## config.mk

```make
export PLATFORM = sky130hd
export DESIGN_NAME = pad_io_ctrl_flat
export DESIGN_NICKNAME = d
export VERILOG_FILES = /design/src/rtl/pad_io_ctrl_if.sv /design/src/rtl/pad_io_ctrl.sv /design/src/flat_wrapper.sv
export SDC_FILE = /design/constraint.sdc
export NUM_CORES = 1
export LEC_CHECK = 0
export BUFFER_PORTS_ARGS = -buffer_cell sky130_fd_sc_hd__buf_2
export CAP_MARGIN = 0
export CORE_UTILIZATION = 25
export CTS_CLUSTER_SIZE = 20
export DETAILED_ROUTE_END_ITERATION = 8
export GPL_TIMING_DRIVEN = 1
export PLACE_DENSITY = 0.47
export SYNTH_ARGS = -nofsm -noshare
export SYNTH_HDL_FRONTEND = slang
export SYNTH_SLANG_ARGS = --single-unit
export TNS_END_PERCENT = 30
```

## constraint.sdc

```tcl
create_clock -name clk_i -period 26.3 [get_ports clk_i]
set_input_delay 5.26 -clock clk_i [delete_from_list [all_inputs] [get_ports clk_i]]
set_output_delay 5.26 -clock clk_i [all_outputs]
set_load 0.01 [all_outputs]
```

## src/rtl/pad_io_ctrl_if.sv

```systemverilog
// Pad controller bus: core-side controls, padring connections and interrupt status.
// The slave modport is the controller; the master modport is whoever drives it.
interface pad_io_ctrl_if #(
   parameter int NPads = 64
) ();
   logic [NPads-1:0] out_i;
   logic [NPads-1:0] oe_i;
   logic [NPads-1:0] filter_en_i;
   logic [NPads-1:0] intr_rise_en_i;
   logic [NPads-1:0] intr_fall_en_i;
   logic [NPads-1:0] intr_clear_i;
   logic [NPads-1:0] pad_in_i;
   logic [NPads-1:0] pad_out_o;
   logic [NPads-1:0] pad_oe_o;
   logic [NPads-1:0] in_o;
   logic [NPads-1:0] intr_state_o;
   logic             intr_o;

   modport master (
      output out_i, oe_i, filter_en_i, intr_rise_en_i, intr_fall_en_i, intr_clear_i, pad_in_i,
      input  pad_out_o, pad_oe_o, in_o, intr_state_o, intr_o
   );

   modport slave (
      input  out_i, oe_i, filter_en_i, intr_rise_en_i, intr_fall_en_i, intr_clear_i, pad_in_i,
      output pad_out_o, pad_oe_o, in_o, intr_state_o, intr_o
   );
endinterface

```

## src/rtl/pad_io_ctrl.sv

```systemverilog
// Per-pad output registering, input synchronisation with an optional stability filter,
// and sticky edge interrupts. Every pad is an independent slice.
module pad_io_ctrl #(
   parameter int NPads        = 64,
   parameter int FilterCycles = 16
) (
   input logic            clk_i,
   input logic            rst_i,
   pad_io_ctrl_if.slave   bus
);
   localparam int              CntW   = $clog2(FilterCycles) + 1;
   localparam logic [CntW-1:0] CntMax = CntW'(FilterCycles - 1);

   logic [NPads-1:0] pad_out_q, pad_oe_q;
   logic [NPads-1:0] sync1_q, sync_q;
   logic [NPads-1:0] filt_q, filt_d;
   logic [NPads-1:0] prev_q;
   logic [NPads-1:0] intr_state_q, intr_state_d;
   logic [NPads-1:0] rise, fall, set_evt;
   logic [CntW-1:0]  cnt_q [NPads];
   logic [CntW-1:0]  cnt_d [NPads];

   // A mismatch must persist for FilterCycles consecutive samples; any match restarts the count.
   always_comb begin
      filt_d = filt_q;
      for (int i = 0; i < NPads; i++) begin
         cnt_d[i] = '0;
         if (!bus.filter_en_i[i]) begin
            filt_d[i] = sync_q[i];
         end else if (sync_q[i] != filt_q[i]) begin
            if (cnt_q[i] == CntMax) filt_d[i] = sync_q[i];
            else                    cnt_d[i] = cnt_q[i] + CntW'(1);
         end
      end
   end

   assign rise         = filt_q & ~prev_q;
   assign fall         = ~filt_q & prev_q;
   assign set_evt      = (rise & bus.intr_rise_en_i) | (fall & bus.intr_fall_en_i);
   // A new event takes priority over a coincident clear so it is never lost.
   assign intr_state_d = set_evt | (intr_state_q & ~bus.intr_clear_i);

   always_ff @(posedge clk_i or posedge rst_i) begin
      if (rst_i) begin
         pad_out_q    <= '0;
         pad_oe_q     <= '0;
         sync1_q      <= '0;
         sync_q       <= '0;
         filt_q       <= '0;
         prev_q       <= '0;
         intr_state_q <= '0;
         for (int i = 0; i < NPads; i++) cnt_q[i] <= '0;
      end else begin
         pad_out_q    <= bus.out_i;
         pad_oe_q     <= bus.oe_i;
         sync1_q      <= bus.pad_in_i;
         sync_q       <= sync1_q;
         filt_q       <= filt_d;
         prev_q       <= filt_q;
         intr_state_q <= intr_state_d;
         for (int i = 0; i < NPads; i++) cnt_q[i] <= cnt_d[i];
      end
   end

   assign bus.pad_out_o    = pad_out_q;
   assign bus.pad_oe_o     = pad_oe_q;
   assign bus.in_o         = filt_q;
   assign bus.intr_state_o = intr_state_q;
   assign bus.intr_o       = |intr_state_q;
endmodule

```

## src/flat_wrapper.sv

```systemverilog
// flat-port wrapper written by rule: the top's interface ports become plain ports
module pad_io_ctrl_flat 
#(
   parameter int NPads        = 64,
   parameter int FilterCycles = 16
)
  (clk_i, rst_i, bus_out_i, bus_oe_i, bus_filter_en_i, bus_intr_rise_en_i, bus_intr_fall_en_i, bus_intr_clear_i, bus_pad_in_i, bus_pad_out_o, bus_pad_oe_o, bus_in_o, bus_intr_state_o, bus_intr_o);
  pad_io_ctrl_if #(.NPads(NPads)) bus_i ();
  input logic clk_i;
  input logic rst_i;
  input wire logic [$bits(bus_i.out_i)-1:0] bus_out_i;
  input wire logic [$bits(bus_i.oe_i)-1:0] bus_oe_i;
  input wire logic [$bits(bus_i.filter_en_i)-1:0] bus_filter_en_i;
  input wire logic [$bits(bus_i.intr_rise_en_i)-1:0] bus_intr_rise_en_i;
  input wire logic [$bits(bus_i.intr_fall_en_i)-1:0] bus_intr_fall_en_i;
  input wire logic [$bits(bus_i.intr_clear_i)-1:0] bus_intr_clear_i;
  input wire logic [$bits(bus_i.pad_in_i)-1:0] bus_pad_in_i;
  output wire logic [$bits(bus_i.pad_out_o)-1:0] bus_pad_out_o;
  output wire logic [$bits(bus_i.pad_oe_o)-1:0] bus_pad_oe_o;
  output wire logic [$bits(bus_i.in_o)-1:0] bus_in_o;
  output wire logic [$bits(bus_i.intr_state_o)-1:0] bus_intr_state_o;
  output wire logic [$bits(bus_i.intr_o)-1:0] bus_intr_o;
  assign bus_i.out_i = bus_out_i;
  assign bus_i.oe_i = bus_oe_i;
  assign bus_i.filter_en_i = bus_filter_en_i;
  assign bus_i.intr_rise_en_i = bus_intr_rise_en_i;
  assign bus_i.intr_fall_en_i = bus_intr_fall_en_i;
  assign bus_i.intr_clear_i = bus_intr_clear_i;
  assign bus_i.pad_in_i = bus_pad_in_i;
  assign bus_pad_out_o = bus_i.pad_out_o;
  assign bus_pad_oe_o = bus_i.pad_oe_o;
  assign bus_in_o = bus_i.in_o;
  assign bus_intr_state_o = bus_i.intr_state_o;
  assign bus_intr_o = bus_i.intr_o;
  pad_io_ctrl #(.NPads(NPads), .FilterCycles(FilterCycles)) u_core (.clk_i(clk_i), .rst_i(rst_i), .bus(bus_i));
endmodule
```

Word-level counts from Yosys, hierarchy flattened
Cells that the tools add are included.
Widths: inputs -> output; s select.
{ "classes": {"add_sub_neg": 64, "eq_ne": 256, "muxes": 384, "bitwise_logic": 10, "n_reduce_logical": 65} }
{ "ops": {"columns": ["cell", "n"], "rows": [
  ["$mux 5", 192],
  ["$add 5x1->5 const B", 64],
  ["$and 64x64->64", 5],
  ["$eq 5x4->1 const B", 64],
  ["$ne 2x1->1 const B", 128],
  ["$mux 1", 192],
  ["$not 64->64", 3],
  ["$or 64x64->64", 2],
  ["$reduce_and 2->1", 64],
  ["$ne 1x1->1", 64],
  ["$reduce_or 64->1", 1]
]} }
{ "totals": {"ff_bits": 768, "inputBits": 450, "out_inout_bits": 257, "word_cells": 913} }

Depth between registers and ports, before layout
Gate-level depths: netlist (run 1).
{ "depth": {"word_depth": 5, "mapped_depth": 4} }

Least setup slack after synthesis (run 1)
Ideal clock, no wire load.
{ "synth_timing": {"path_type": "flip-flop to output port", "from": "register u_core.intr_state_q[61], in the netlist u_core.bus.intr_state_o[61]", "to": "output port bus_intr_o", "arrival_time_ns": 1.348, "required_ns": 21.040, "slack_ns": 19.692, "stages_incl_launch_ff": 4, "n_path_buf": 0, "cell_sequence": "dfrtp_1 nor4_1 nand4_1 or4_1"} }
{ "synth_between": {"elab_chain_cells": 1} }
{ "synth_rtl": {"columns": ["element", "line", "source"], "rows": [
  ["start, declared", "pad_io_ctrl.sv:18", "logic [NPads-1:0] intr_state_q, intr_state_d;"],
  ["start signal, assigned", "pad_io_ctrl.sv:60", "intr_state_q <= intr_state_d;"],
  ["$reduce_or 64->1", "pad_io_ctrl.sv:69", "assign bus.intr_o = |intr_state_q;"],
  ["end, declared", "flat_wrapper.sv:22", "output wire logic [$bits(bus_i.intr_o)-1:0] bus_intr_o;"]
]} }
No other way between the ends.

Worst setup path after layout (run 1)
{ "layout_timing": {"from": "register u_core.intr_state_q[19], in the netlist u_core.bus.intr_state_o[19]", "to": "output port bus_intr_o"} }
Same word-level chain as after synthesis.

==> metrics.yaml, run 1 <==
finalCritPeriodShare_pct: 31.1
synth-adder-area-share_pct: 2.92
cts_tree: "yes"
nets: 3427
gp_congestion: 0.795
synth_compound_area_share_pct: 4.66
clkLatencyLatePin_ns: 0.66
p_per_area_nw_per_um2: 77.6
synth_nets: 2625
synth.yosys.seq_area_share_pct: 70.1
wl_um: 64500
postCtsSetupBuffers: 0
synthCells: 2111
cts_hold_buffers: 0
start_util_pct: 25.2
power.ir.vdd_worst_uv: 53.5
drc: 0
endpoint_kind: "output pin"
die_area_um2: 111000
period_minus_slack_ns: 8.19
drt_first_pass_iters: 6
worstReg2RegStart: "u_core.bus.intr_state_o[14]"
rows: 121
p_leak_uw: 0.0171
drt-wirelength-per-cell_um: 14.7
max_freq_mhz: 122
die_w_um: 333
cts_root_buf: "clkbuf_16"
via_per_inst: 4.07
critPathLaunch: "u_core.bus.intr_state_o[19]"
synthesis.area_um2: 27400
clk_pin_slew_ns: 0.06
postRouteAntennaNets: 0
critical_path_class: "reg2out"
synth_xor_area_share_pct: 6.13
numCtsBuffers: 85
core_um2: 109000
cts.path.max_buffers: 3
hp-class: "reg2reg"
portBuffers: 706
ys_warn_count: 0
stdcell_count: 4394
clock_skew_ns: 0.0278
cp.required_ns: 21.04
cts_sinks: 768
drtIter0Drc: 779
finalHoldWorstSlack_ns: 0.335
via_count: 17878
track_usage_pct: 11.6
r2r_cells: 2
drv_cap: 0
rsz0062_at_grt: "false"
setup-tns-final_ns: 0
synthToLayoutAreaGrowth_pct: 30.4
cts_resized: 0
hold_depth: 0
setup_violations: 0
tightest_slew_ns: 0.963
dp_hpwl_um: 47800
relSlewSlack_pct: 35.8
antenna_found_initial: 16
synth_cell_type_count: 20
p_total_uw: 2780
status: "finished, final reports clean"
reg2reg_slack_ns: 24.69
die_y_um: 333
cp-start-kind: "register"
ys_ff_latch: 768
worstPathArrival_ns: 2.93
synthMuxAreaShare_pct: 2.63
grt_pass1_wl_um: 101000
report.final.slew_viol_count: 0
grt.overflow.total: 0
drive_gt1_share_pct: 30.9
htree_levels: 3
synth_top_family_by_area: "simple AND/OR/NAND/NOR gates"
path_max_fanout: 3
synth-simple-area-share_pct: 12.0
timing.rr.end: "u_core.bus.intr_state_o[14]"
hold_viol_final: 0
placedCellCount: 4240
ios: 707
grt_max_degree: 167
grt_pass1_vias: 18471
postSynthAreaPerCell_um2: 13.0
cp-endpoint: "bus_intr_o"
[cell type report]
class | count | area (µm²)
antenna | 2 | 5.00
clock buffer | 112 | 2380
clock inverter | 40 | 541
fill | 10927 | 73100
inverter | 114 | 432
multi-input combinational | 1229 | 7780
sequential | 768 | 19200
tap | 1414 | 1770
timing repair buffer | 715 | 3640
[worst max-delay path, stage by stage, from the launching register on]
cell and delay [ns]:
dfrtp_1 0.39, nor4_1 0.70, nand4_1 0.44, or4_1 0.57, buf_2 0.18
[metrics by stage]
stage          setup slack (ns)  area (µm²)  util [%]
6_report                  18.11       35800      32.9
5_1_grt                   17.87       35800      32.9
4_1_cts                   17.79       35800      32.8
3_5_place_dp              17.69       32800      30.2
3_3_place_gp              17.67       32800      30.2
2_1_floorplan             10.51       27400         -
[routing by layer]
layer / share of wire (%) / global-route usage [%] / vias to the layer above
met1: 43 / 14.5 / 8537
met5: 0.12 / 0 / -
met3: 5.4 / 2.99 / 122
met4: 3.1 / 4.48 / 12
met2: 48 / 19.3 / 442
li1: - / - / 8765
[worst min-delay path by stage]
stage                                  start                 to
after floorplan            u_core.sync1_q[0]   u_core.sync_q[0]
after global placement     u_core.sync1_q[4]   u_core.sync_q[4]
after detailed placement  u_core.sync1_q[12]  u_core.sync_q[12]
after CTS                 u_core.sync1_q[26]  u_core.sync_q[26]
after global routing      u_core.sync1_q[26]  u_core.sync_q[26]
final                     u_core.sync1_q[26]  u_core.sync_q[26]
[power breakdown]
group	internal, µW	total [µW]	switching (µW)
Clock	739	1230	493
Combinational	101	229	128
Sequential	1260	1310	58.6
[cells in the final DEF (no fill, tap or decap), types with 3 or more instances in the layout]
cell type and instances:
buf_4 6, clkbuf_8 11, dfrtp_1 768, xnor2_1 60
buf_2 706, ha_1 64, mux2_2 64, nand4_1 4
nor2_1 286, nor3_1 22, o21ai_0 64, clkinv_2 18
and4_1 4, inv_1 113, nor4_1 14, clkbuf_16 87
bufinv_16 10, buf_12 3, nand2_1 184, nand3b_1 64
clkbuf_1 14, o221ai_1 64, o211ai_1 53, nand3_1 128
clkinvlp_4 6, xor2_1 132, and3_1 19
[flip-flops by register name, indices dropped and copies added (netlist names)]
name and count:
u_core.bus.in_o 64, u_core.bus.intr_state_o 64, u_core.bus.pad_oe_o 64, u_core.bus.pad_out_o 64
u_core.cnt_q 320, u_core.prev_q 64, u_core.sync1_q 64, u_core.sync_q 64
[cell usage after synthesis]
cell type / number / area, µm²
nand3b_1: 64 / 480
nor3_1: 22 / 110
nand4_1: 4 / 25.0
or4_1: 1 / 7.51
xnor2_1: 60 / 526
nor4_1: 15 / 93.8
o211ai_1: 53 / 398
and4_1: 4 / 35.0
nor4_2: 1 / 12.5
xor2_1: 132 / 1160
mux2_2: 64 / 721
o21ai_0: 64 / 320
nand2_1: 184 / 691
ha_1: 64 / 801
nand3_1: 128 / 641
and3_1: 19 / 119
dfrtp_1: 768 / 19200
inv_1: 114 / 428
o221ai_1: 64 / 561
nor2_1: 286 / 1070
[cell families after synthesis]
group                    after synthesis
flip-flops                           768
AND/OR/NAND/NOR                      728
XOR/XNOR                             192
AO/OA/AOI/OAI                        181
buffers and inverters                114
multiplexers                          64
adder cells (fa/ha/maj)               64
Power figures use the tool's default switching activity.
==> run 2, diff against run 1 <==
==> constraint.sdc (replaced) <==
create_clock -name clk_i -period 7.2 [get_ports clk_i]
set_input_delay 1.44 -clock clk_i [delete_from_list [all_inputs] [get_ports clk_i]]
set_output_delay 1.44 -clock clk_i [all_outputs]
set_load 0.01 [all_outputs]
==> run 2 against run 1 <==
  * Largest power group unchanged
  * Clock skew decreased by 0.0081 ns
  * Global-route usage increased by 0.099 points
  * Clock power increased to 3.7 times the previous value
==> metrics.yaml, run 2 (synthesis results as in run 1) <==
nets: 3432  # +0.15%
reg2reg_slack_ns: 5.49  # -19.20 ns
r2r_cells: 2  # unchanged
die_w_um: 333  # unchanged
p_per_area_nw_per_um2: 284  # +270%
clkLatencyLatePin_ns: 0.66  # about the same
numCtsBuffers: 87  # +2.4%
tightest_slew_ns: 1.13  # +0.166 ns
wl_um: 64700  # +0.27%
status: "finished, final reports clean"
cp-endpoint: "bus_intr_o"
cpMaxStageDelayCell: "nor4_2"
cts_hold_buffers: 0  # unchanged
finalCritPeriodShare_pct: 63.1
postRouteAntennaNets: 0  # unchanged
p_leak_uw: 0.0172  # +0.42%
gp_congestion: 0.790  # -0.70%
htree_levels: 3  # unchanged
cp-start-kind: "register"
path_buf_inv: 1  # unchanged
worstReg2RegStart: "u_core.bus.in_o[14]"
p_comb_share_pct: 8.3  # about the same
stdcell_count: 4404  # +0.23%
setup_violations: 0  # unchanged
wl_met1_um: 27600  # -0.85%
cts.path.max_buffers: 3  # unchanged
drt_first_pass_iters: 4  # -2
rsz0062_at_grt: "false"
critPathLaunch: "u_core.bus.intr_state_o[42]"
portBuffers: 706  # unchanged
regArea_um2: 19200  # unchanged
placedCellCount: 4243  # +0.071%
power_frac_seq_pct: 47.1  # -0.3 points
clkPwrFrac_pct: 44.6  # +0.2 points
cp.required_ns: 5.76  # -15.28 ns
timing.rr.end: "u_core.bus.intr_state_o[14]"
hold_viol_final: 0  # unchanged
layout_common_cells: "768 x dfrtp_1, 706 x buf_2, 286 x nor2_1, 184 x nand2_1, 132 x xor2_1"
dp_hpwl_um: 48200  # +1.0%
path_max_fanout: 3  # unchanged
drt-wirelength-per-cell_um: 14.7  # about the same
antenna_found_initial: 14  # -2
die_y_um: 333  # unchanged
switchingPower_uw: 2470  # +260%
postCtsSetupBuffers: 0  # unchanged
cts_resized: 0  # unchanged
report.final.slew_viol_count: 0  # unchanged
largest_reg_flops: 320  # unchanged
ios: 707  # unchanged
num-fill-cells: 10971  # +0.40%
path_depth: 4  # unchanged
worstPathCellList: "nor4_2 -> nand4_1 -> or4_1 -> buf_2"
track_usage_pct: 11.7  # +0.099 points
clock_skew_ns: 0.0197  # -0.00806 ns
max_freq_mhz: 220
grt_max_degree: 155  # -7.2%
setup-tns-final_ns: 0  # unchanged
synthToLayoutAreaGrowth_pct: 30.9
clk_pin_slew_ns: 0.06  # about the same
topRoutingLayerUsed: "met5"
route.met3.wl_um: 3960  # +14%
via_per_inst: 4.08  # +0.29%
cts_sinks: 768  # unchanged
grt_pass1_wl_um: 102000  # +0.74%
mostFrequentLayoutCell: "dfrtp_1"
core_um2: 109000  # unchanged
netSwitchingFraction_pct: 24.2  # -0.29 points
rows: 121  # unchanged
grt.overflow.total: 0  # unchanged
drc: 0  # unchanged
die_area_um2: 111000  # unchanged
period_minus_slack_ns: 4.54
finalHoldWorstSlack_ns: 0.342  # +0.00703 ns
cts_tree: "yes"
cp_top_family: "simple AND/OR/NAND/NOR gates"
critical_path_class: "reg2out"
hp-class: "reg2reg"
relSlewSlack_pct: 24.7  # -11 points
met2_wirelength_um: 31000  # -0.10%
drv_cap: 0  # unchanged
power.ir.vdd_worst_uv: 209  # +290%
via_count: 17970  # +0.51%
drtIter0Drc: 728  # -6.5%
regMostFlops: "u_core.cnt_q"
grt_pass1_vias: 18565  # +0.51%
endpoint_kind: "output pin"
cts_root_buf: "clkbuf_16"
max_stage_delay_ns: 0.75  # +0.05 ns
drive_gt1_share_pct: 31.0  # +0.12 points
worstPathArrival_ns: 3.10  # +0.17 ns
intPower_uw: 7730  # +270%
start_util_pct: 25.2  # unchanged
multi_input_comb_area_um2: 7780  # unchanged
-- run 2: changes by cell type in the layout (fill, tap and decap cells not counted), moves of 2 or more --
cell,delta
clkbuf_16,+2
bufinv_16,-2
buf_12,+3
diode_2,+5
clkinv_4,-2
clkbuf_8,+10
clkinv_2,-3
clkinvlp_4,-3
-- run 2: worst min-delay path by stage --
| stage | endpoint | slack (ns) | from | cells past startpoint |
|---|---|---|---|---|
| after CTS | u_core.sync_q[20] | 0.35 | u_core.sync1_q[20] | 0 |
| after global routing | u_core.sync_q[20] | 0.35 | u_core.sync1_q[20] | 0 |
| after global placement | u_core.sync_q[59] | 0.33 | u_core.sync1_q[59] | 0 |
| after detailed placement | u_core.sync_q[20] | 0.33 | u_core.sync1_q[20] | 0 |
| final | u_core.sync_q[21] | 0.34 | u_core.sync1_q[21] | 0 |
| after floorplan | u_core.sync_q[0] | 0.33 | u_core.sync1_q[0] | 0 |
-- run 2: routing by layer --
layer	vias up	GRT usage [%]
met4	12	4.49
met2	450	19.0
met3	117	3.38
li1	8782	-
met1	8609	14.7
met5	-	0
-- run 2: through the flow --
| stage | utilization [%] | power [µW] | area [µm²] | worst slack (ns) |
|---|---|---|---|---|
| after detailed placement | 30.2 | 5760 | 32900 | 3.03 |
| after global routing | 33.0 | 10700 | 35900 | 2.30 |
| after floorplan | - | 5290 | 27400 | -4.77 |
| after CTS | 33.0 | 10400 | 35900 | 2.28 |
| after global placement | 30.2 | 5760 | 32900 | 3.07 |
| final | 33.0 | 10200 | 35900 | 2.66 |
-- run 2: power by group through the flow --
stage                     sequential (µW)  combinational [µW]  clock, µW
after floorplan                      4900                 384          0
after global placement               4870                 884          0
after detailed placement             4880                 873          0
after CTS                            4810                 877       4740
after global routing                 4840                 967       4900
final                                4800                 848       4550
-- run 2: worst register-to-register path: cells and delay by family (launching register included) --
kind / cells / cell delay (ns)
AO/OA/AOI/OAI: 1 / 0.89
flip-flops: 1 / 0.51
AND/OR/NAND/NOR: 1 / 0.09
-- run 2: area by class of cell --
cell class                 count  share of cell area [%]
sequential                   768                    53.5
clock buffer                 124                    7.16
multi-input combinational   1229                    21.7
antenna                        7                  0.0488
inverter                     114                    1.20
tap                         1414                    4.93
timing repair buffer         718                    10.3
clock inverter                30                    1.15
